$ cat config.mk
export PLATFORM = sky130hd
export DESIGN_NAME = multicycle_ctrl_ext
export DESIGN_NICKNAME = d
export VERILOG_FILES = /design/src/rtl/multicycle_ctrl_ext.sv
export SDC_FILE = /design/constraint.sdc
export NUM_CORES = 1
export LEC_CHECK = 0
export CAP_MARGIN = 20
export CORE_MARGIN = 3
export CORE_UTILIZATION = 45
export DETAILED_ROUTE_END_ITERATION = 8
export GPL_ROUTABILITY_DRIVEN = 1
export GPL_TIMING_DRIVEN = 0
export PLACE_DENSITY = 0.82
export SYNTH_ARGS = -nofsm -noshare
export SYNTH_HDL_FRONTEND = slang
export SYNTH_SLANG_ARGS = --single-unit
$ cat constraint.sdc
create_clock -name clock -period 2.12 [get_ports clock]
set_input_delay 0.424 -clock clock [delete_from_list [all_inputs] [get_ports clock]]
set_output_delay 0.424 -clock clock [all_outputs]
set_load 0.03 [all_outputs]
$ cat src/rtl/multicycle_ctrl_ext.sv
// Control FSM for the MIPS-32 multi-cycle datapath with I-type ALU ops, bne, jal,
// MemReady wait states, a bounded memory-stall timeout and an exception trap.
module multicycle_ctrl_ext #(
  parameter int unsigned TIMEOUT    = 16,
  parameter bit          ENABLE_EXT = 1'b1
) (
  input  logic       clock,
  input  logic       Reset,
  input  logic [5:0] Opcode,
  input  logic       MemReady,
  output logic       PCWrite,
  output logic       PCWriteCond,
  output logic       PCWriteCondNE,
  output logic       IorD,
  output logic       MemRead,
  output logic       MemWrite,
  output logic       IRWrite,
  output logic       ALUSrcA,
  output logic       RegWrite,
  output logic       EPCWrite,
  output logic       CauseWrite,
  output logic [1:0] PCSource,
  output logic [1:0] ALUOp,
  output logic [1:0] ALUSrcB,
  output logic [1:0] RegDst,
  output logic [1:0] MemtoReg,
  output logic [1:0] Cause,
  output logic [3:0] State
);

  typedef enum logic [3:0] {
    FETCH    = 4'd0,  DECODE = 4'd1,  MEM_ADDR = 4'd2,  MEM_LW = 4'd3,
    WB_LW    = 4'd4,  MEM_SW = 4'd5,  EXEC_R   = 4'd6,  WB_R   = 4'd7,
    BRANCH   = 4'd8,  JUMP   = 4'd9,  EXEC_I   = 4'd10, WB_I   = 4'd11,
    JAL      = 4'd12, TRAP   = 4'd13
  } state_t;

  localparam logic [5:0] OP_RTYPE = 6'b000000;
  localparam logic [5:0] OP_J     = 6'b000010;
  localparam logic [5:0] OP_JAL   = 6'b000011;
  localparam logic [5:0] OP_BEQ   = 6'b000100;
  localparam logic [5:0] OP_BNE   = 6'b000101;
  localparam logic [5:0] OP_ADDI  = 6'b001000;
  localparam logic [5:0] OP_SLTI  = 6'b001010;
  localparam logic [5:0] OP_ANDI  = 6'b001100;
  localparam logic [5:0] OP_ORI   = 6'b001101;
  localparam logic [5:0] OP_LW    = 6'b100011;
  localparam logic [5:0] OP_SW    = 6'b101011;

  localparam int unsigned   CW   = (TIMEOUT > 0) ? $clog2(TIMEOUT + 1) : 1;
  localparam logic [CW-1:0] LAST = CW'(TIMEOUT > 0 ? TIMEOUT - 1 : 0);

  state_t        state, state_next;
  logic [CW-1:0] count;
  logic [1:0]    cause_q, cause_next;
  logic          waiting, timed_out;

  function automatic state_t decode_op(input logic [5:0] op);
    state_t s;
    case (op)
      OP_LW, OP_SW:                      s = MEM_ADDR;
      OP_RTYPE:                          s = EXEC_R;
      OP_J:                              s = JUMP;
      OP_BEQ:                            s = BRANCH;
      OP_BNE:                            s = ENABLE_EXT ? BRANCH : TRAP;
      OP_JAL:                            s = ENABLE_EXT ? JAL : TRAP;
      OP_ADDI, OP_ANDI, OP_ORI, OP_SLTI: s = ENABLE_EXT ? EXEC_I : TRAP;
      default:                           s = TRAP;
    endcase
    return s;
  endfunction

  // A memory access is stalling when a memory state sees MemReady low.
  assign waiting   = (state == FETCH || state == MEM_LW || state == MEM_SW) && !MemReady;
  assign timed_out = (TIMEOUT != 0) && waiting && (count == LAST);

  // NOTE: sequential state uses non-blocking assignments so every register
  // samples the pre-edge values of the others.
  always_ff @(posedge clock) begin
    if (Reset) begin
      state   <= FETCH;
      count   <= '0;
      cause_q <= 2'b00;
    end else begin
      state <= state_next;
      if (waiting && TIMEOUT != 0) count <= count + CW'(1);
      else                         count <= '0;
      if (state_next == TRAP) cause_q <= cause_next;
    end
  end

  always_comb begin
    // NOTE: every output gets a default first so no path through the case
    // leaves a signal unassigned and infers a latch.
    state_next    = state;
    cause_next    = 2'b00;
    PCWrite       = 1'b0;
    PCWriteCond   = 1'b0;
    PCWriteCondNE = 1'b0;
    IorD          = 1'b0;
    MemRead       = 1'b0;
    MemWrite      = 1'b0;
    IRWrite       = 1'b0;
    ALUSrcA       = 1'b0;
    RegWrite      = 1'b0;
    EPCWrite      = 1'b0;
    CauseWrite    = 1'b0;
    PCSource      = 2'b00;
    ALUOp         = 2'b00;
    ALUSrcB       = 2'b00;
    RegDst        = 2'b00;
    MemtoReg      = 2'b00;

    case (state)
      FETCH: begin
        MemRead = 1'b1;
        ALUSrcB = 2'b01;
        IRWrite = MemReady;
        PCWrite = MemReady;
        // Completion is checked first so it wins over a same-cycle timeout.
        if (MemReady)       state_next = DECODE;
        else if (timed_out) begin
          state_next = TRAP;
          cause_next = 2'b01;
        end
      end
      DECODE: begin
        ALUSrcB    = 2'b11;
        state_next = decode_op(Opcode);
      end
      MEM_ADDR: begin
        ALUSrcA    = 1'b1;
        ALUSrcB    = 2'b10;
        state_next = (Opcode == OP_LW) ? MEM_LW : MEM_SW;
      end
      MEM_LW: begin
        MemRead = 1'b1;
        IorD    = 1'b1;
        if (MemReady)       state_next = WB_LW;
        else if (timed_out) begin
          state_next = TRAP;
          cause_next = 2'b10;
        end
      end
      WB_LW: begin
        RegWrite   = 1'b1;
        MemtoReg   = 2'b01;
        state_next = FETCH;
      end
      MEM_SW: begin
        MemWrite = 1'b1;
        IorD     = 1'b1;
        if (MemReady)       state_next = FETCH;
        else if (timed_out) begin
          state_next = TRAP;
          cause_next = 2'b10;
        end
      end
      EXEC_R: begin
        ALUSrcA    = 1'b1;
        ALUOp      = 2'b10;
        state_next = WB_R;
      end
      WB_R: begin
        RegWrite   = 1'b1;
        RegDst     = 2'b01;
        state_next = FETCH;
      end
      BRANCH: begin
        ALUSrcA       = 1'b1;
        ALUOp         = 2'b01;
        PCSource      = 2'b01;
        PCWriteCond   = (Opcode == OP_BEQ);
        PCWriteCondNE = (Opcode == OP_BNE);
        state_next    = FETCH;
      end
      JUMP: begin
        PCWrite    = 1'b1;
        PCSource   = 2'b10;
        state_next = FETCH;
      end
      EXEC_I: begin
        ALUSrcA    = 1'b1;
        ALUSrcB    = 2'b10;
        ALUOp      = 2'b11;
        state_next = WB_I;
      end
      WB_I: begin
        RegWrite   = 1'b1;
        state_next = FETCH;
      end
      JAL: begin
        // r31 captures the current PC (already PC+4) on the same edge the PC jumps.
        PCWrite    = 1'b1;
        PCSource   = 2'b10;
        RegWrite   = 1'b1;
        RegDst     = 2'b10;
        MemtoReg   = 2'b10;
        state_next = FETCH;
      end
      TRAP: begin
        PCWrite    = 1'b1;
        PCSource   = 2'b11;
        EPCWrite   = 1'b1;
        CauseWrite = 1'b1;
        state_next = FETCH;
      end
      default: state_next = FETCH;
    endcase

    // Reset suppresses every write strobe; mux selects still follow the state.
    if (Reset) begin
      PCWrite       = 1'b0;
      PCWriteCond   = 1'b0;
      PCWriteCondNE = 1'b0;
      MemRead       = 1'b0;
      MemWrite      = 1'b0;
      IRWrite       = 1'b0;
      RegWrite      = 1'b0;
      EPCWrite      = 1'b0;
      CauseWrite    = 1'b0;
    end
  end

  assign Cause = cause_q;
  assign State = state;

endmodule
==> reports/qor.yml <==
run_status: "finished clean"
wl_per_cell_um: 14.6
p_sw_uw: 330
pwr-share-clk_pct: 17.9
rsz0062_at_grt: "yes"
synth_nets: 156
grt_usage_pct: 21.5
synth-seq-cells: 11
worst_setup_path_start_kind: "register"
worstPathArrival_ns: 2.25
synth.distinct_cells: 45
grt.overflow.total: 0
synthFlopType: "dfxtp_1"
num-nets-final: 195
startpoint: "count[0]"
drv_slew: 0
yosysTopAreaCellShare_pct: 20.9
design_area_sq_um: 1530
portBuffers: 32
clk_pin_slew_ns: 0.07
via_count: 1208
cp.required_ns: 2.31
period_share_pct: 97.2
fillCellCount: 162
setup_viol: 0
p_sw_share_pct: 42.2
worstPathMaxFanout: 5
gp_congestion: 0.883
async_reset_ff_share_pct: 0
comb_power_share_pct: 52.3
final_common_cell: "nor2_1"
hold_viol: 0
p_int_uw: 452
die_area_sq_um: 2960
worstMarginPinSlew_ns: 0.379
core_sq_um: 2080
dpl_cell_area_sq_um: 1430
seq_area_frac_synth_pct: 20.9
area_delta_synth_final_pct: 44.8
clock_sinks: 11
grt_first_pass_wirelength_um: 4720
diodes: 0
pre_cts_ws_ns: -0.492
drc: 0
hold_start: "count[0]"
rows: 16
cts_root_buf: "clkbuf_4"
cts_buffers: 3
r2r_start: "count[0]"
syn-instance-count: 145
synth_edf_count: 0
wl_um: 3070
endpoint_kind: "register"
drtPass1Iterations: 4
yosysTopAreaCell: "dfxtp_1"
ios: 36
antenna_found_initial: 0
dpl.hpwl_um: 2200
powerDensity_nw_per_um2: 512
clock_latency_ns: 0.26
seqPwrFrac_pct: 29.9
die_x_um: 54.4
hold_path_class: "register to register"
max-vdd-ir-drop_mv: 0.490
critPathKind: "register to register"
cts_tree: "done"
drt_iter0_markers: 46
relSlewSlack_pct: 74.7
initial_core_util_pct: 50.7
cap_violations: 0
fin_ws_ns: 0.0587
skew_ns: 0.00538
clk_path_buf_depth: 2
leakagePower_nw: 0.633
ant_nets: 0
netlist_area_sq_um: 1060
hold_ws_ns: 0.430
power_uw: 782
hold_buffers: 0
grt_pass1_vias: 1071
fmaxAchievable_mhz: 485
finalCriticalPeriod_ns: 2.06
grt_max_degree: 11
ys_warn_count: 0
via_per_inst: 5.75
ctsHtreeMaxLevel: 1
most-common-layout-cells: "nor2_1, nand2_1, buf_6"
avgSynthCellArea_sq_um: 7.28
drive_above_1_share_pct: 32.2
die_h_um: 54.4
synthTopCellsByArea: "dfxtp_1, nor2_1, nor3_1"
power by group through the flow:
stage          Clock, mW  Sequential [mW]  Combinational (mW)
2_1_floorplan          0            0.249               0.252
3_3_place_gp           0            0.235               0.388
3_5_place_dp           0            0.235               0.391
4_1_cts            0.145            0.231               0.387
5_1_grt            0.155            0.235               0.438
6_report           0.140            0.234               0.409
cells in the mapped netlist, types with 3 or more instances:
| library cell | count |
|---|---|
| nor2_1 | 21 |
| nand2_1 | 13 |
| dfxtp_1 | 11 |
| nor3_1 | 10 |
| nand3_1 | 7 |
| a21oi_1 | 5 |
| nand2b_1 | 5 |
| a31oi_1 | 4 |
| buf_6 | 4 |
| a211oi_2 | 3 |
| and2_1 | 3 |
| and3_1 | 3 |
| buf_2 | 3 |
| buf_4 | 3 |
| clkbuf_1 | 3 |
| nor2b_1 | 3 |
| o21ai_0 | 3 |
| o21ai_1 | 3 |
| xor2_1 | 3 |
metal layers:
layer / vias up / track usage (%) / routed length [um]
met3: 0 / 5.45 / 283
met5: - / 0 / 0
li1: 590 / - / -
met2: 65 / 35.9 / 1450
met4: 0 / 5.39 / 0
met1: 553 / 27.5 / 1330
flip-flops by register name, indices dropped and copies added, names as in the netlist:
register	count
count	5
State	4
Cause	2
layout make-up:
class / instances / area [sq um] / area share [%]
Tap cell: 27 / 33.8 / 2.21
Inverter: 2 / 7.51 / 0.491
Clock buffer: 4 / 26.3 / 1.72
Timing Repair Buffer: 34 / 293 / 19.1
Buffer: 13 / 129 / 8.43
Multi-Input combinational cell: 119 / 813 / 53.2
Sequential cell: 11 / 226 / 14.8
critical path, stage by stage (launching register included):
cell and delay, ns:
dfxtp_2 0.34, ha_2 0.19, and3_4 0.19, ha_4 0.17
and2b_2 0.21, o21ai_1 0.12, a31oi_1 0.06, a211oi_2 0.24
and4bb_4 0.28, a211oi_2 0.20
path summary, 6_finish.rpt:
check | endpoint | cells after the start | slack (ns)
max | Cause[1] | 9 | 0.06
min | count[0] | 1 | 0.43
min reg2reg | count[0] | 1 | 0.43
max reg2reg | Cause[1] | 9 | 0.06
per-stage QoR:
stage	setup TNS, ns	utilization [%]	instances
detailed placement	-5.59	68.7	204
global placement	-5.13	68.7	204
global route	-0.0843	73.4	210
floorplan	-0.827	-	145
CTS	-0.00518	70.3	209
finish	0	73.4	210
logic make-up (layout without fill, tap and decap cells):
family	count (synthesis)	in the layout	synth area share [%]
adders and majority gates	2	2	2.37
xor gates and xnor gates	5	5	4.15
and+or+nand+nor	84	84	43.2
DFF	11	11	20.9
muxes	2	2	1.90
buffers and inverters	15	53	9.60
AOI/OAI and AO/OA	26	26	17.9
repair_timing:
item | CTS | global route
pin swaps | 0 | 2
gates resized for setup | 75 | 35
endpoints found under the hold margin | 0 | 0
buffers inserted | 1 | 1
endpoints found under the setup margin | 22 | 20
Note: power is estimated with default switching activity, not from simulation.
